### src/rtl/alu_pkg.sv
// Shared types and widths for the ALU command path.
package alu_pkg;

    localparam int unsigned OPND_W = 5;
    localparam int unsigned RES_W  = 6;
    localparam int unsigned AOP_W  = 3;
    localparam int unsigned BOP_W  = 2;

    typedef struct packed {
        logic [OPND_W-1:0] a;
        logic [OPND_W-1:0] b;
        logic              a_en;
        logic [AOP_W-1:0]  a_op;
        logic              b_en;
        logic [BOP_W-1:0]  b_op;
    } alu_cmd_t;

    typedef enum logic [1:0] {
        ST_IDLE  = 2'd0,
        ST_RUN   = 2'd1,
        ST_DRAIN = 2'd2
    } seq_state_t;

endpackage

### src/rtl/alu_cmd_fifo.sv
// Synchronous FIFO; an extra pointer bit separates full from empty.
module alu_cmd_fifo #(
    parameter int unsigned DEPTH = 4,
    parameter int unsigned WIDTH = 8
) (
    input  logic             clk,
    input  logic             rst,
    input  logic             clear,
    input  logic             push,
    input  logic             pop,
    input  logic [WIDTH-1:0] wdata,
    output logic [WIDTH-1:0] rdata,
    output logic             full,
    output logic             empty
);
    localparam int unsigned AW = $clog2(DEPTH);

    logic [AW:0]      wr_ptr;
    logic [AW:0]      rd_ptr;
    logic [WIDTH-1:0] mem [DEPTH];
    logic             do_push;
    logic             do_pop;

    assign do_push = push && !full;
    assign do_pop  = pop && !empty;
    assign empty   = (wr_ptr == rd_ptr);
    assign full    = (wr_ptr[AW] != rd_ptr[AW]) && (wr_ptr[AW-1:0] == rd_ptr[AW-1:0]);
    assign rdata   = mem[rd_ptr[AW-1:0]];

    always_ff @(posedge clk) begin
        if (rst || clear) begin
            wr_ptr <= '0;
            rd_ptr <= '0;
        end else begin
            if (do_push) wr_ptr <= wr_ptr + (AW+1)'(1);
            if (do_pop)  rd_ptr <= rd_ptr + (AW+1)'(1);
        end
    end

    always_ff @(posedge clk) begin
        if (do_push) mem[wr_ptr[AW-1:0]] <= wdata;
    end

endmodule

### src/rtl/alu_cmd_sequencer.sv
// Buffers tagged ALU commands, issues one per cycle and returns tagged results
// after the fixed ALU latency.
module alu_cmd_sequencer
    import alu_pkg::*;
#(
    parameter int unsigned DEPTH   = 4,
    parameter int unsigned TAG_W   = 2,
    parameter int unsigned ALU_LAT = 2
) (
    input  logic                             clk,
    input  logic                             rst,
    input  logic                             cmd_valid,
    output logic                             cmd_ready,
    input  logic [OPND_W-1:0]                cmd_a,
    input  logic [OPND_W-1:0]                cmd_b,
    input  logic                             cmd_a_en,
    input  logic                             cmd_b_en,
    input  logic [AOP_W-1:0]                 cmd_a_op,
    input  logic [BOP_W-1:0]                 cmd_b_op,
    input  logic [TAG_W-1:0]                 cmd_tag,
    input  logic                             flush,
    output logic                             ALU_en,
    output logic [OPND_W-1:0]                A,
    output logic [OPND_W-1:0]                B,
    output logic                             a_en,
    output logic [AOP_W-1:0]                 a_op,
    output logic                             b_en,
    output logic [BOP_W-1:0]                 b_op,
    input  logic                             C_en,
    input  logic [RES_W-1:0]                 C,
    output logic                             res_valid,
    output logic [RES_W-1:0]                 res_data,
    output logic [TAG_W-1:0]                 res_tag,
    output logic                             res_err,
    output logic [$clog2(ALU_LAT+2)-1:0]     inflight
);
    localparam int unsigned INF_W = $clog2(ALU_LAT + 2);
    localparam int unsigned CW    = $bits(alu_cmd_t);
    localparam int unsigned FW    = CW + TAG_W;

    seq_state_t       state;
    seq_state_t       state_next;
    alu_cmd_t         in_cmd;
    alu_cmd_t         head_cmd;
    alu_cmd_t         issue_cmd;
    alu_cmd_t         drive_cmd;
    logic [TAG_W-1:0] head_tag;
    logic [TAG_W-1:0] issue_tag;
    logic [FW-1:0]    fifo_rdata;
    logic             fifo_full;
    logic             fifo_empty;
    logic             accept;
    logic             issue;
    logic             push;
    logic             pop;
    logic [ALU_LAT:0] pipe_vld;
    logic [TAG_W-1:0] pipe_tag [ALU_LAT+1];
    logic             fin_vld;
    logic [TAG_W-1:0] fin_tag;

    assign in_cmd    = '{a: cmd_a, b: cmd_b, a_en: cmd_a_en, a_op: cmd_a_op,
                         b_en: cmd_b_en, b_op: cmd_b_op};
    assign head_cmd  = alu_cmd_t'(fifo_rdata[CW-1:0]);
    assign head_tag  = fifo_rdata[FW-1:CW];
    assign fin_vld   = pipe_vld[ALU_LAT];
    assign fin_tag   = pipe_tag[ALU_LAT];
    assign drive_cmd = issue ? issue_cmd : '0;

    alu_cmd_fifo #(
        .DEPTH (DEPTH),
        .WIDTH (FW)
    ) u_fifo (
        .clk   (clk),
        .rst   (rst),
        .clear (flush),
        .push  (push),
        .pop   (pop),
        .wdata ({cmd_tag, in_cmd}),
        .rdata (fifo_rdata),
        .full  (fifo_full),
        .empty (fifo_empty)
    );

    always_ff @(posedge clk) begin
        if (rst) state <= ST_IDLE;
        else     state <= state_next;
    end

    // An empty FIFO is bypassed so an accepted command reaches the ALU next cycle.
    always_comb begin
        state_next = state;
        push       = 1'b0;
        pop        = 1'b0;
        issue      = 1'b0;
        issue_cmd  = in_cmd;
        issue_tag  = cmd_tag;
        cmd_ready  = !fifo_full && (state != ST_DRAIN) && !flush;
        accept     = cmd_valid && cmd_ready;

        if (!fifo_empty && !flush) begin
            pop       = 1'b1;
            issue     = 1'b1;
            issue_cmd = head_cmd;
            issue_tag = head_tag;
            push      = accept;
        end else if (accept) begin
            issue = 1'b1;
        end

        unique case (state)
            ST_IDLE: begin
                if (flush)       state_next = ST_DRAIN;
                else if (accept) state_next = ST_RUN;
            end
            ST_RUN: begin
                if (flush)
                    state_next = ST_DRAIN;
                else if (fifo_empty && (inflight == '0) && !accept)
                    state_next = ST_IDLE;
            end
            ST_DRAIN: begin
                if ((inflight == '0) && !flush) state_next = ST_IDLE;
            end
            default: state_next = ST_IDLE;
        endcase
    end

    always_ff @(posedge clk) begin
        if (rst) begin
            ALU_en <= 1'b0;
            A      <= '0;
            B      <= '0;
            a_en   <= 1'b0;
            a_op   <= '0;
            b_en   <= 1'b0;
            b_op   <= '0;
        end else begin
            ALU_en <= issue;
            A      <= drive_cmd.a;
            B      <= drive_cmd.b;
            a_en   <= drive_cmd.a_en;
            a_op   <= drive_cmd.a_op;
            b_en   <= drive_cmd.b_en;
            b_op   <= drive_cmd.b_op;
        end
    end

    // Tag pipeline lines up each issued tag with the cycle its result appears on C.
    always_ff @(posedge clk) begin
        if (rst) begin
            pipe_vld <= '0;
            for (int unsigned i = 0; i < ALU_LAT + 1; i++) pipe_tag[i] <= '0;
        end else begin
            pipe_vld    <= {pipe_vld[ALU_LAT-1:0], issue};
            pipe_tag[0] <= issue_tag;
            for (int unsigned i = 1; i < ALU_LAT + 1; i++) pipe_tag[i] <= pipe_tag[i-1];
        end
    end

    always_ff @(posedge clk) begin
        if (rst) begin
            res_valid <= 1'b0;
            res_data  <= '0;
            res_tag   <= '0;
            res_err   <= 1'b0;
            inflight  <= '0;
        end else begin
            res_valid <= fin_vld;
            res_data  <= fin_vld ? C : '0;
            res_tag   <= fin_vld ? fin_tag : '0;
            res_err   <= fin_vld && !C_en;
            inflight  <= inflight + INF_W'(issue) - INF_W'(fin_vld);
        end
    end

endmodule

### config.mk
export PLATFORM = sky130hd
export DESIGN_NAME = alu_cmd_sequencer
export DESIGN_NICKNAME = d
export VERILOG_FILES = /design/src/rtl/alu_pkg.sv /design/src/rtl/alu_cmd_fifo.sv /design/src/rtl/alu_cmd_sequencer.sv
export SDC_FILE = /design/constraint.sdc
export NUM_CORES = 1
export LEC_CHECK = 0
export CAP_MARGIN = 10
export CORE_AREA = 2 2 95 97
export CTS_CLUSTER_DIAMETER = 200
export CTS_CLUSTER_SIZE = 40
export DETAILED_ROUTE_END_ITERATION = 8
export DIE_AREA = 0 0 97 99
export PLACE_DENSITY = 0.74
export SKIP_LAST_GASP = 1
export SYNTH_ARGS = -nofsm -noshare
export SYNTH_HDL_FRONTEND = slang
export SYNTH_SLANG_ARGS = --single-unit
### constraint.sdc
create_clock -name clk -period 3.08 [get_ports clk]
set_input_delay 0.308 -clock clk [delete_from_list [all_inputs] [get_ports clk]]
set_output_delay 0.308 -clock clk [all_outputs]
set_load 0.01 [all_outputs]
==> out/qor.csv <==
stage;metric;value;unit
synth;Post-Syn Area;0.00454;sq mm
grt;largest net degree at the start of global routing;28;
worst_setup_path;Reg2Reg Depth;9;
sta;RSZ-0062 raised after global routing;false;
cells_and_area;Area Growth Syn to Fin;29.2;%
detailed_routing;DRC;0;
floorplan;die area;0.00960;sq mm
clock_tree;CTS tree;yes;
pwr;total power;3750;uW
synth;area leader, netlist;edfxtp_1;
floorplan;num ports;61;
worst_setup_path;Required @ worst endpoint;2.77;ns
cells_and_area;layout cells sized above 1;0.174;
synth;yosys warns;0;
grt;first-pass GRT wire length;14.4;mm
clock_tree;post_cts resized;0;
cells_and_area;fin nets;407;
detailed_routing;Iteration-0 DRC Markers;172;
pwr;Lkg Pwr;0.00201;uW
synth;top cells by area, synth;edfxtp_1, dfxtp_1, mux4_2, a21oi_1, nand3_1;
worst_setup_path;worst reg2reg path endpoint;inflight[1];
pwr;Peak VDD IR;0.000396;V
job;# Max-Cap Violations;0;
sta;setup_tns;0;ns
sta;final hold vios;0;
hold_path;Hold WC Path Type;in2reg;
placement;dpl cells;460;
clock_tree;hold buffer count at cts;0;
sta;slew margin rel.;0.386;
synth;Post-synth EDFFs;76;
run_status;status;finished clean;
synth;Syn Inst Count;294;
clock_tree;Root Buffer;clkbuf_8;
worst_setup_path;reg-to-reg slack, setup;0.64;ns
worst_setup_path;Critical Path End Type;output port;
floorplan;core region area;0.00855;sq mm
detailed_routing;wire length per cell;18.2;um
sta;f_max;362;MHz
detailed_routing;WL final;8.96;mm
synth;most frequent cell after synthesis;edfxtp_1;
placement;GP Congestion;0.802;
synth;top post-synthesis cells by count;edfxtp_1, dfxtp_1, nand2_1;
floorplan;Die Width;97;um
sta;max-slew violation count;0;
cells_and_area;layout filler cell count;586;
floorplan;DIE HEIGHT;99;um
synth;Post-Syn Nets;330;
sta;Worst Tran Pin Value;0.920;ns
placement;pre-CTS WS;0.446;ns
clock_tree;clk buf depth;2;
sta;minimum clock period;2.76;ns
worst_setup_path;CP Launch Type;register;
clock_tree;Clock Sinks;124;
clock_tree;Skew-Pair Late Insertion Delay;0.51;ns
worst_setup_path;FF-to-FF Start;u_fifo.wr_ptr[0];
grt;met1 global-route usage;0.249;
synth;Cell variety after synth;35;
pwr;power density over cell area;640;mW/mm^2
detailed_routing;via/cell ratio;5.45;
sta;fin worst setup slack;0.321;ns
grt;routing usage on met3;0.0645;
clock_tree;CTS buffer count;17;
clock_tree;htree depth;4;
hold_path;Endpoint, Worst Hold;res_err;
hold_path;number of cells on the worst hold path;2;
grt;Congestion Overflow GR;0;
synth;top_reg_cell synth;edfxtp_1;
synth;Avg Cell Area, Syn;15.4;sq um
sta;Clock Skew;0.00806;ns
cells_and_area;Final Util;0.686;
grt;number of global-route vias before repair;2801;
worst_setup_path;CP arrival;2.45;ns
synth;register area share after synthesis;0.715;
placement;Port Buffers;60;
grt;gr usage total;0.200;
worst_setup_path;worst-path maximum fanout;6;
grt;met2 global-route usage;0.333;
cells_and_area;n_diodes;0;
synth;flops & latches, synth;124;
cells_and_area;final non-filler cell total;492;
worst_setup_path;critical setup path kind;reg2out;
placement;HPWL Detailed;5.50;mm
synth;asr flop ratio synth;0;
detailed_routing;Vias;2682;
grt;GR peak layer;met2;
floorplan;Rows;34;
clock_tree;post-CTS setup buffers;0;
floorplan;Starting Density;0.531;
grt;initial antenna violation count;0;
detailed_routing;ANT nets after route;0;
detailed_routing;number of iterations in the first detailed-routing pass;4;
sta;Final setup viols;0;
clock_tree;clock-pin slew on the worst setup and hold paths;0.06;ns
sta;Final Cycle Share;0.896;
synth;top-area cell type share of the netlist area;0.503;
hold_path;Hold Crit Start;C_en;
-- sequential cells by signal, indices dropped and copies added, names as in the netlist, 3 cells and up, named ones only --
name,flops
res_data,6
B,5
u_fifo.rd_ptr,3
pipe_vld,3
A,5
a_op,3
pipe_tag,6
u_fifo.mem,76
u_fifo.wr_ptr,3
-- where the power goes --
part,leakage [uW],switching (uW),total [uW],internal [uW]
combinational,0.000674,54.2,114,59.4
sequential,0.00107,6.46,1780,1770
clock,0.000265,714,1860,1150
-- kinds of logic (layout without fill, tap and decap cells) --
logic type	after synthesis	in the layout	synth area share
compound gates	32	32	0.0411
xor+xnor	8	8	0.0187
fa+ha+maj	6	6	0.0165
buf+inv	19	109	0.0190
flops	124	124	0.715
mux	20	20	0.0965
simple gates	85	85	0.0935
-- placed cells by master, fill, tap and decap left out, types with 11 or more instances in the layout --
cell type        instances
edfxtp_1                76
clkdlybuf4s50_1         60
dfxtp_1                 48
nand2_1                 24
a21oi_1                 23
mux4_2                  19
nand3_1                 18
clkbuf_16               16
buf_4                   12
nor2_1                  11
and2_1                  11
-- final cells by class --
type | instances | area [sq um] | share of cell area
tap | 108 | 135 | 0.0230
clock inverter | 14 | 148 | 0.0252
timing repair buffer | 72 | 691 | 0.118
inverter | 5 | 18.8 | 0.00320
sequential | 124 | 3240 | 0.553
clock buffer | 18 | 418 | 0.0713
multi-input combinational | 151 | 1210 | 0.207
-- routing by layer --
layer	part of all wire	up-vias
li1	-	1244
met1	0.42	1337
met2	0.51	88
met3	0.051	13
met4	0.015	0
met5	0	-
-- worst max-delay path: stages (launching register included) --
cell and delay, ns:
dfxtp_1 0.35, xor2_1 0.41, or3b_2 0.52, and3_1 0.20, clkdlybuf4s50_1 0.47
-- worst max path at each step --
stage	from	to	slack (ns)	cells past startpoint
2_1_floorplan	u_fifo.wr_ptr[0]	u_fifo.mem[3][0]	0.93	3
3_3_place_gp	cmd_valid	inflight[1]	0.57	9
3_5_place_dp	cmd_valid	inflight[1]	0.45	9
4_1_cts	u_fifo.rd_ptr[2]	cmd_ready	0.32	4
5_1_grt	u_fifo.rd_ptr[2]	cmd_ready	0.22	4
6_report	u_fifo.rd_ptr[2]	cmd_ready	0.32	4
-- metrics by stage --
step,cell area [sq um],hold WS [ns]
3_5_place_dp,5300,0.414
6_report,5860,0.317
2_1_floorplan,4540,0.380
5_1_grt,5860,0.323
3_3_place_gp,5300,0.408
4_1_cts,5860,0.301
No activity file was read; power rests on OpenSTA's default activity.
